**src/rtl/mem_copy.sv**
```systemverilog
// mem_copy: byte-wise copy / fill engine driving a single-port synchronous RAM.
// Copy moves one byte every three cycles (READ, CAPTURE, WRITE); fill writes
// one byte per cycle. Every output is a register that reflects the state the
// engine is currently in, so the RAM sees clean, glitch-free strobes.
module mem_copy #(
    parameter int ADDR_WIDTH = 9
) (
    input  logic                  raw_clk,
    input  logic                  reset,
    input  logic                  start,
    input  logic                  mode,
    input  logic [ADDR_WIDTH-1:0] src_addr,
    input  logic [ADDR_WIDTH-1:0] dst_addr,
    input  logic [ADDR_WIDTH:0]   length,
    input  logic [7:0]            fill_value,
    output logic [ADDR_WIDTH-1:0] mem_address,
    output logic [7:0]            mem_wdata,
    output logic                  mem_write_enable,
    input  logic [7:0]            mem_rdata,
    output logic                  busy,
    output logic                  done
);

    typedef enum logic [2:0] {
        ST_IDLE    = 3'd0,
        ST_READ    = 3'd1,
        ST_CAPTURE = 3'd2,
        ST_WRITE   = 3'd3,
        ST_FINISH  = 3'd4
    } state_t;

    localparam logic [ADDR_WIDTH-1:0] ADDR_ONE = ADDR_WIDTH'(1);
    localparam logic [ADDR_WIDTH:0]   CNT_ONE  = (ADDR_WIDTH+1)'(1);
    localparam logic [ADDR_WIDTH:0]   CNT_ZERO = (ADDR_WIDTH+1)'(0);

    // Control and datapath state
    state_t                state_q,  state_d;
    logic [ADDR_WIDTH-1:0] src_q,    src_d;
    logic [ADDR_WIDTH-1:0] dst_q,    dst_d;
    logic [ADDR_WIDTH:0]   cnt_q,    cnt_d;
    logic                  mode_q,   mode_d;
    logic [7:0]            fill_q,   fill_d;
    logic [7:0]            data_q,   data_d;

    // Registered outputs
    logic [ADDR_WIDTH-1:0] addr_q,   addr_d;
    logic [7:0]            wdata_q,  wdata_d;
    logic                  we_q,     we_d;
    logic                  busy_q,   busy_d;
    logic                  done_q,   done_d;

    assign mem_address      = addr_q;
    assign mem_wdata        = wdata_q;
    assign mem_write_enable = we_q;
    assign busy             = busy_q;
    assign done             = done_q;

    // State, operand and output registers with synchronous active-low reset
    always_ff @(posedge raw_clk) begin
        if (!reset) begin
            state_q <= ST_IDLE;
            src_q   <= '0;
            dst_q   <= '0;
            cnt_q   <= '0;
            mode_q  <= 1'b0;
            fill_q  <= 8'h00;
            data_q  <= 8'h00;
            addr_q  <= '0;
            wdata_q <= 8'h00;
            we_q    <= 1'b0;
            busy_q  <= 1'b0;
            done_q  <= 1'b0;
        end else begin
            state_q <= state_d;
            src_q   <= src_d;
            dst_q   <= dst_d;
            cnt_q   <= cnt_d;
            mode_q  <= mode_d;
            fill_q  <= fill_d;
            data_q  <= data_d;
            addr_q  <= addr_d;
            wdata_q <= wdata_d;
            we_q    <= we_d;
            busy_q  <= busy_d;
            done_q  <= done_d;
        end
    end

    // Next-state logic: operand latch in IDLE, byte sequencing, pointer advance
    always_comb begin
        state_d = state_q;
        src_d   = src_q;
        dst_d   = dst_q;
        cnt_d   = cnt_q;
        mode_d  = mode_q;
        fill_d  = fill_q;
        data_d  = data_q;
        case (state_q)
            ST_IDLE: begin
                if (start) begin
                    src_d  = src_addr;
                    dst_d  = dst_addr;
                    cnt_d  = length;
                    mode_d = mode;
                    fill_d = fill_value;
                    if (length == CNT_ZERO) begin
                        state_d = ST_FINISH;
                    end else if (mode) begin
                        state_d = ST_WRITE;
                    end else begin
                        state_d = ST_READ;
                    end
                end else begin
                    state_d = ST_IDLE;
                end
            end
            ST_READ: begin
                state_d = ST_CAPTURE;
            end
            ST_CAPTURE: begin
                // RAM output is valid now for the address presented in READ
                data_d  = mem_rdata;
                state_d = ST_WRITE;
            end
            ST_WRITE: begin
                // Pointers wrap naturally at the top of the address space
                src_d = src_q + ADDR_ONE;
                dst_d = dst_q + ADDR_ONE;
                cnt_d = cnt_q - CNT_ONE;
                if (cnt_q == CNT_ONE) begin
                    state_d = ST_FINISH;
                end else if (mode_q) begin
                    state_d = ST_WRITE;
                end else begin
                    state_d = ST_READ;
                end
            end
            ST_FINISH: begin
                state_d = ST_IDLE;
            end
            default: begin
                state_d = ST_IDLE;
            end
        endcase
    end

    // Output decode from the upcoming state so outputs align with that state
    always_comb begin
        addr_d  = addr_q;
        wdata_d = wdata_q;
        we_d    = 1'b0;
        busy_d  = (state_d != ST_IDLE);
        done_d  = (state_d == ST_FINISH);
        case (state_d)
            ST_READ: begin
                addr_d = src_d;
            end
            ST_WRITE: begin
                addr_d = dst_d;
                // In copy mode data_d already holds the byte captured this cycle
                if (mode_d) begin
                    wdata_d = fill_d;
                end else begin
                    wdata_d = data_d;
                end
                we_d = 1'b1;
            end
            default: begin
                addr_d = addr_q;
            end
        endcase
    end

endmodule
```
**config.mk**
```make
export PLATFORM = sky130hd
export DESIGN_NAME = mem_copy
export DESIGN_NICKNAME = d
export VERILOG_FILES = /design/src/rtl/mem_copy.sv
export SDC_FILE = /design/constraint.sdc
export NUM_CORES = 1
export LEC_CHECK = 0
export CAP_MARGIN = 20
export CORE_AREA = 2 2 85 87
export DETAILED_ROUTE_END_ITERATION = 8
export DIE_AREA = 0 0 87 89
export PLACE_DENSITY = 0.76
export SLEW_MARGIN = 20
export SYNTH_ARGS = -nofsm -noshare
export SYNTH_HDL_FRONTEND = slang
export SYNTH_SLANG_ARGS = --single-unit
```
**constraint.sdc**
```tcl
create_clock -name raw_clk -period 3.2 [get_ports raw_clk]
set_clock_uncertainty 0.15 [all_clocks]
set_input_delay 0.48 -clock raw_clk [delete_from_list [all_inputs] [get_ports raw_clk]]
set_output_delay 0.48 -clock raw_clk [all_outputs]
set_load 0.02 [all_outputs]
```
==> results.md, run 1 <==
* Outcome: finished, final reports clean
* Worst skew pair latency at roughly 350 ps
* Crit path capture type: flip-flop
* Final hold slack at 318 ps
* Post-Place Cell Area at 4030 µm²
* Design area at 4240 µm²
* Post-synth EDFFs at 0
* Worst Path Required at 3340 ps
* RSZ-0062 raised after global routing: no
* Gr usage total at 22.9%
* Starting Density at between 40% and 50%
* CP startpoint kind: primary input
* Die ar. at 7740 µm²
* Postcts setup bufs at 0
* Routed Antenna Nets at 0
* Met3 usage at 6.56%
* Pre-CTS setup slack at 210 ps
* Total internal power at 1.76 mW
* Synth Instances at 368
* Die width at between 80 and 90 µm
* CTS tree: yes
* Crit-path slowest cell: clkdlybuf4s50_1
* HPWL after DPL at 6020 µm
* Switch share at 32.6%
* DP Cell Count at 501
* Setup ws final at approximately 540 ps
* Pwr dens at 615 nW/µm²
* Final core utilization at a little over three fifths
* Iter 0 DRT Violations at 257
* FP Rows at 30
* Die Ht at 89 µm
* I/O Buffers at 67
* Post-Layout Cell Count at 517
* Ant. Diodes at 0
* Synth Area in XOR/XNOR at 0%
* Initial antenna violation count at 0
* MaxCap Viol Count at 0
* CTS hold repair buffers at 0
* Max-slew violations at 0
* Global-route wire length before repair at 13700 µm
* #FFs+latches synth at 68
* Setup TNS Final at 0 ps
* Synthesis-to-layout area growth at 28.2%
* Largest family of logic cells by synthesized area: simple AND/OR/NAND/NOR gates
* RePlAce Congestion at 0.830
* Tot Pwr at 2.61 mW
* Layout cells sized above 1 at 11.2%
* Met1 Use GR at 30.2%
* Vias in the first global route at 2740
* Vias per cell at 5.87
* Synth async-reset ratio at 0%
* Netlist cell types at 58
* Drt wl/cell at around 17 µm
* Post-synthesis simple-gate area fraction at between 20% and 30%
* Post-Route WL at 8580 µm
* # resized after CTS at 0
* GR peak layer: met2
* Drc violations at 0
* Leading register cell type out of synthesis: dfxtp_1
* Compound-gate portion of the synthesized area at 19.1%
* Clk pwr share at roughly 30%
* Via count at 3033
* Routing usage on met2 at 36.6%
* Worst stage delay on the critical path at between 500 and 600 ps
* First-pass DRT Iterations at 6
* Fmax at about 0.38 GHz
* Largest net degree at the start of global routing at 38
* Hold WC Path Type: reg -> reg
* Slew margin rel. at 55.6%
* Seq pwr share at 40.6%
* Fin nets at 484
* Comb power frac at 29.7%
* Static leakage at 1.64 nW
* Hold Violations, Final at 0
* CP delay by family, top: simple AND/OR/NAND/NOR gates
* Post-synthesis adder-cell area fraction at 1.51%
* Crit Path Category: in -> reg
* Clk root buf: clkbuf_8
* IO Pins at 68
* Mapped cell area at 3310 µm²
* Syn nets at 420
* Multiplexer share of the synthesized area at 10.3%
* Inserted Clock Buffers at 9
* Period minus WS final at around 2700 ps
* CP cell instances: clkdlybuf4s50_1 -> nor4b_4 -> buf_4 -> a211o_4 -> nor2b_4 -> nand3_1 -> o21ai_2
* CTS clk-pin slew, worst paths at 70 ps
* Final setup viols at 0
* Global route total overflow at 0
* Worst vdd ir at 0.316 mV
* Buf/Inv on CP at 2
* CTS Buffer Depth at 2
* Syn Area/Cell at 9.00 µm²
* Register area share after synthesis at 41.1%
* Worst-margin pin slew at 665 ps
* H-tree Lvls at 3
* Crit Path Max Fanout at 18
* Worst EP arrival at ~2800 ps
* Synth warn at 0
* Clk sink count at 68
* Sw Pwr at around 0.85 mW
* Placeable Area at 6720 µm²
* Crit share post-route at between 80% and 90%
[worst reg2reg max path: stages, from the launching register on]
cell and delay [ps]:
dfxtp_1 450, nor4b_4 560, buf_4 350, a211o_4 260
nor2b_4 480, nand3_1 170, o21ai_2 80
[layer usage]
metal,part of all wire [%],routed length [µm],up-vias
met5,0,0,-
met4,1.5,129,0
met3,6.4,548,15
met2,47,4050,109
met1,45,3850,1434
li1,-,-,1475
[layout by cell type, fill, tap and decap left out, drive strengths merged, types with 2 or more instances in the layout]
master / instances
dfxtp: 68
clkdlybuf4s50: 67
nor2: 39
nand2: 35
mux2i: 33
a21oi: 27
nand3: 20
o21ai: 20
and2: 10
buf: 10
a31oi: 10
clkbuf: 10
nor3: 7
nor4: 7
a221oi: 6
inv: 5
and3: 4
a22oi: 4
nand4: 4
o22ai: 4
ha: 4
a221o: 3
o31a: 3
nor3b: 3
nand3b: 3
clkinv: 3
a32oi: 2
o211ai: 2
o311ai: 2
or3: 2
bufinv: 2
clkinvlp: 2
nor2b: 2
or4: 2
[cells in the mapped netlist, types with 4 or more instances]
cell,number,area (µm²)
nor2_1,38,143
nand3_1,18,90.1
and2_1,10,62.6
nor4_1,5,31.3
dfxtp_1,68,1360
nor3_1,7,35.0
inv_1,5,18.8
a22oi_1,4,30.0
mux2i_1,33,330
a21oi_1,27,135
o22ai_1,4,25.0
a221oi_1,5,43.8
nand2_1,34,128
o21ai_0,12,60.1
clkbuf_1,8,30.0
and3_1,4,25.0
o21ai_2,8,70.1
ha_1,4,50.1
nand4_1,4,25.0
buf_2,9,45.0
a31oi_1,9,56.3
[cells by family after synthesis]
group,Yosys count
muxes,34
and+or+nand+nor,142
adders and majority gates,4
DFF,68
AOI/OAI and AO/OA,90
buffers and inverters,30
[power groups by stage]
stage               registers [mW]  logic [mW]  clock network (mW)
finish                        1.06       0.774               0.774
global route                  1.07       0.838               0.826
CTS                           1.06       0.772               0.786
detailed placement            1.08       0.765                   0
global placement              1.07       0.753                   0
floorplan                     1.11       0.481                   0
[flip-flops by register name, indices dropped and copies added (netlist names)]
name,cells
mem_address,9
state_q,3
dst_q,9
busy,1
fill_q,8
done,1
mem_wdata,8
mem_write_enable,1
src_q,9
mode_q,1
cnt_q,10
data_q,8
[final timing paths]
path	depth (start not counted)	to	slack, ps	startpoint
worst max register to register	6	mem_wdata[5]	640	state_q[0]
worst min-delay path	2	mem_wdata[2]	320	mem_wdata[2]
worst max-delay path	7	mem_wdata[5]	540	start
worst min register to register	2	mem_wdata[2]	320	mem_wdata[2]
[cell type report]
class,instances,area [µm²]
clock inverter,6,88.8
inverter,6,22.5
tap,80,100
multi-input combinational,270,1800
fill,589,2480
sequential,68,1360
clock buffer,10,128
timing repair buffer,77,746
Power figures use the tool's default switching activity.
==> inputs of run 2 (changes only) <==
==> constraint.sdc (replaced) <==
create_clock -name raw_clk -period 2.75 [get_ports raw_clk]
set_clock_uncertainty 0.15 [all_clocks]
set_input_delay 0.4125 -clock raw_clk [delete_from_list [all_inputs] [get_ports raw_clk]]
set_output_delay 0.4125 -clock raw_clk [all_outputs]
set_load 0.02 [all_outputs]
==> run 2 against run 1 <==
  * Register-to-register slack got worse by 380 ps
  * Sequential power is 16% higher
  * First-iteration DRC count down 19%
  * Clock power decreased by 6.3%
  * Power rose by 11%
  * Cell count rose by 1.2%
==> results.md, run 2 (synthesis gave the netlist of run 1 again) <==
* Static leakage at 1.66 nW
* Vias per cell at 5.87
* First-pass DRT Iterations at 4
* Drc violations at 0
* Global route total overflow at 0
* Die Ht at 89 µm
* CP cell instances: clkdlybuf4s50_1 -> or4b_4 -> nand2_2 -> o21ai_0 -> a221oi_1 -> mux2_2 -> o22ai_1
* Worst skew pair latency at 340 ps
* Most frequent cells in the layout: 68 x dfxtp_1, 67 x clkdlybuf4s50_1, 38 x nor2_1
* Crit-path slowest cell: clkdlybuf4s50_1
* Vias in the first global route at 2986
* CTS hold repair buffers at 0
* Ant. Diodes at 0
* CTS clk-pin slew, worst paths at 60 ps
* Register area at 1360 µm²
* Postcts setup bufs at 0
* Worst EP arrival at 2610 ps
* Clk root buf: clkbuf_8
* Placeable Area at 6720 µm²
* RSZ-0062 raised after global routing: no
* Area of the multi-input gates at 1800 µm²
* Crit Path Category: in -> reg
* Clk sink count at 68
* Layout cells sized above 1 at 12.2%
* Post-Route WL at 8550 µm
* Pwr dens at 677 nW/µm²
* MaxCap Viol Count at 0
* Crit. Startpoint: start
* Iter 0 DRT Violations at 207
* Inserted Clock Buffers at 9
* Via count at 3070
* Final core utilization at roughly 63%
* Outcome: finished, final reports clean
* Pre-CTS setup slack at -76.4 ps
* Post-Place Cell Area at 4090 µm²
* Design area at about 4300 µm²
* Global-route wire length before repair at 14100 µm
* IO Pins at 68
* Period minus WS final at 2540 ps
* Routed Antenna Nets at 0
* Crit share post-route at 92.5%
* Max-slew violations at 0
* Hold WC Path Type: reg -> reg
* CP startpoint kind: primary input
* Final setup viols at 0
* Largest net degree at the start of global routing at 38
* Worst-margin pin slew at 577 ps
* Die width at 87 µm
* Top reg by flops: cnt_q
* CTS Buffer Depth at 2
* H-tree Lvls at 3
* Synthesis-to-layout area growth at 28.7%
* Tot Pwr at 2.88 mW
* Worst stage delay on the critical path at 540 ps
* Hold_sp: mem_wdata[6]
* Max reg flops at 10
* Crit Path Max Fanout at 5
* FP Rows at 30
* Worst vdd ir at between 0.2 and 0.3 mV
* HPWL after DPL at 6180 µm
* Reg2reg start: state_q[0]
* Crit path capture type: flip-flop
* Worst Path Required at 2820 ps
* RePlAce Congestion at 0.873
* Commonest non-fill, non-tap cell in the layout: dfxtp_1
* Number of fill cells at 573
* Starting Density at 49.3%
* Slew margin rel. at 61.5%
* Hold Violations, Final at 0
* Gr usage total at between 20% and 30%
* Final hold slack at 325 ps
* Setup ws final at ~210 ps
* CTS tree: yes
* Fin nets at 491
* Initial antenna violation count at 0
* Drt wl/cell at 16.3 µm
* Fmax at 0.393 GHz
* # resized after CTS at 0
* I/O Buffers at 67
* Die ar. at 7740 µm²
-- run 2: worst max-delay path, delay by kind of cell --
kind,cells,cell delay (ps)
buffers and inverters,1,540
AO/OA/AOI/OAI,3,720
AND/OR/NAND/NOR,2,660
multiplexers,1,270
-- run 2: stage by stage --
stage | TNS (ps) | std cells
6_report | 0 | 523
4_1_cts | 0 | 523
5_1_grt | 0 | 523
3_3_place_gp | -41.0 | 508
2_1_floorplan | 0 | 368
3_5_place_dp | -84.3 | 508
-- run 2: final timing paths --
kind,endpoint,slack (ps),cells past startpoint
hold reg to reg,mem_wdata[6],320,2
setup reg to reg,mem_address[4],260,6
hold / removal,mem_wdata[6],320,2
setup / recovery,mem_address[4],210,7
-- run 2: layout make-up --
type                    instances  share of cell area, %
multi-input cells             270                   42.2
flip-flops and latches         68                   32.0
repair buffers                 84                   19.0
clock buffers                  13                   3.73
well taps                      80                   2.35
inverters                       6                  0.529
clock inverters                 2                  0.235
-- run 2: report_power, final --
group / switching (mW) / internal, mW
combinational: 0.488 / 0.438
clock: 0.356 / 0.370
sequential: 0.112 / 1.12
-- run 2: routing by layer --
layer  share of wire [%]  track usage (%)  vias up
li1                    -                -     1491
met1                  45             30.4     1462
met2                  49             38.9      102
met3                 4.7             3.32       15
met4                 1.8             9.52        0
met5                   0                0        -
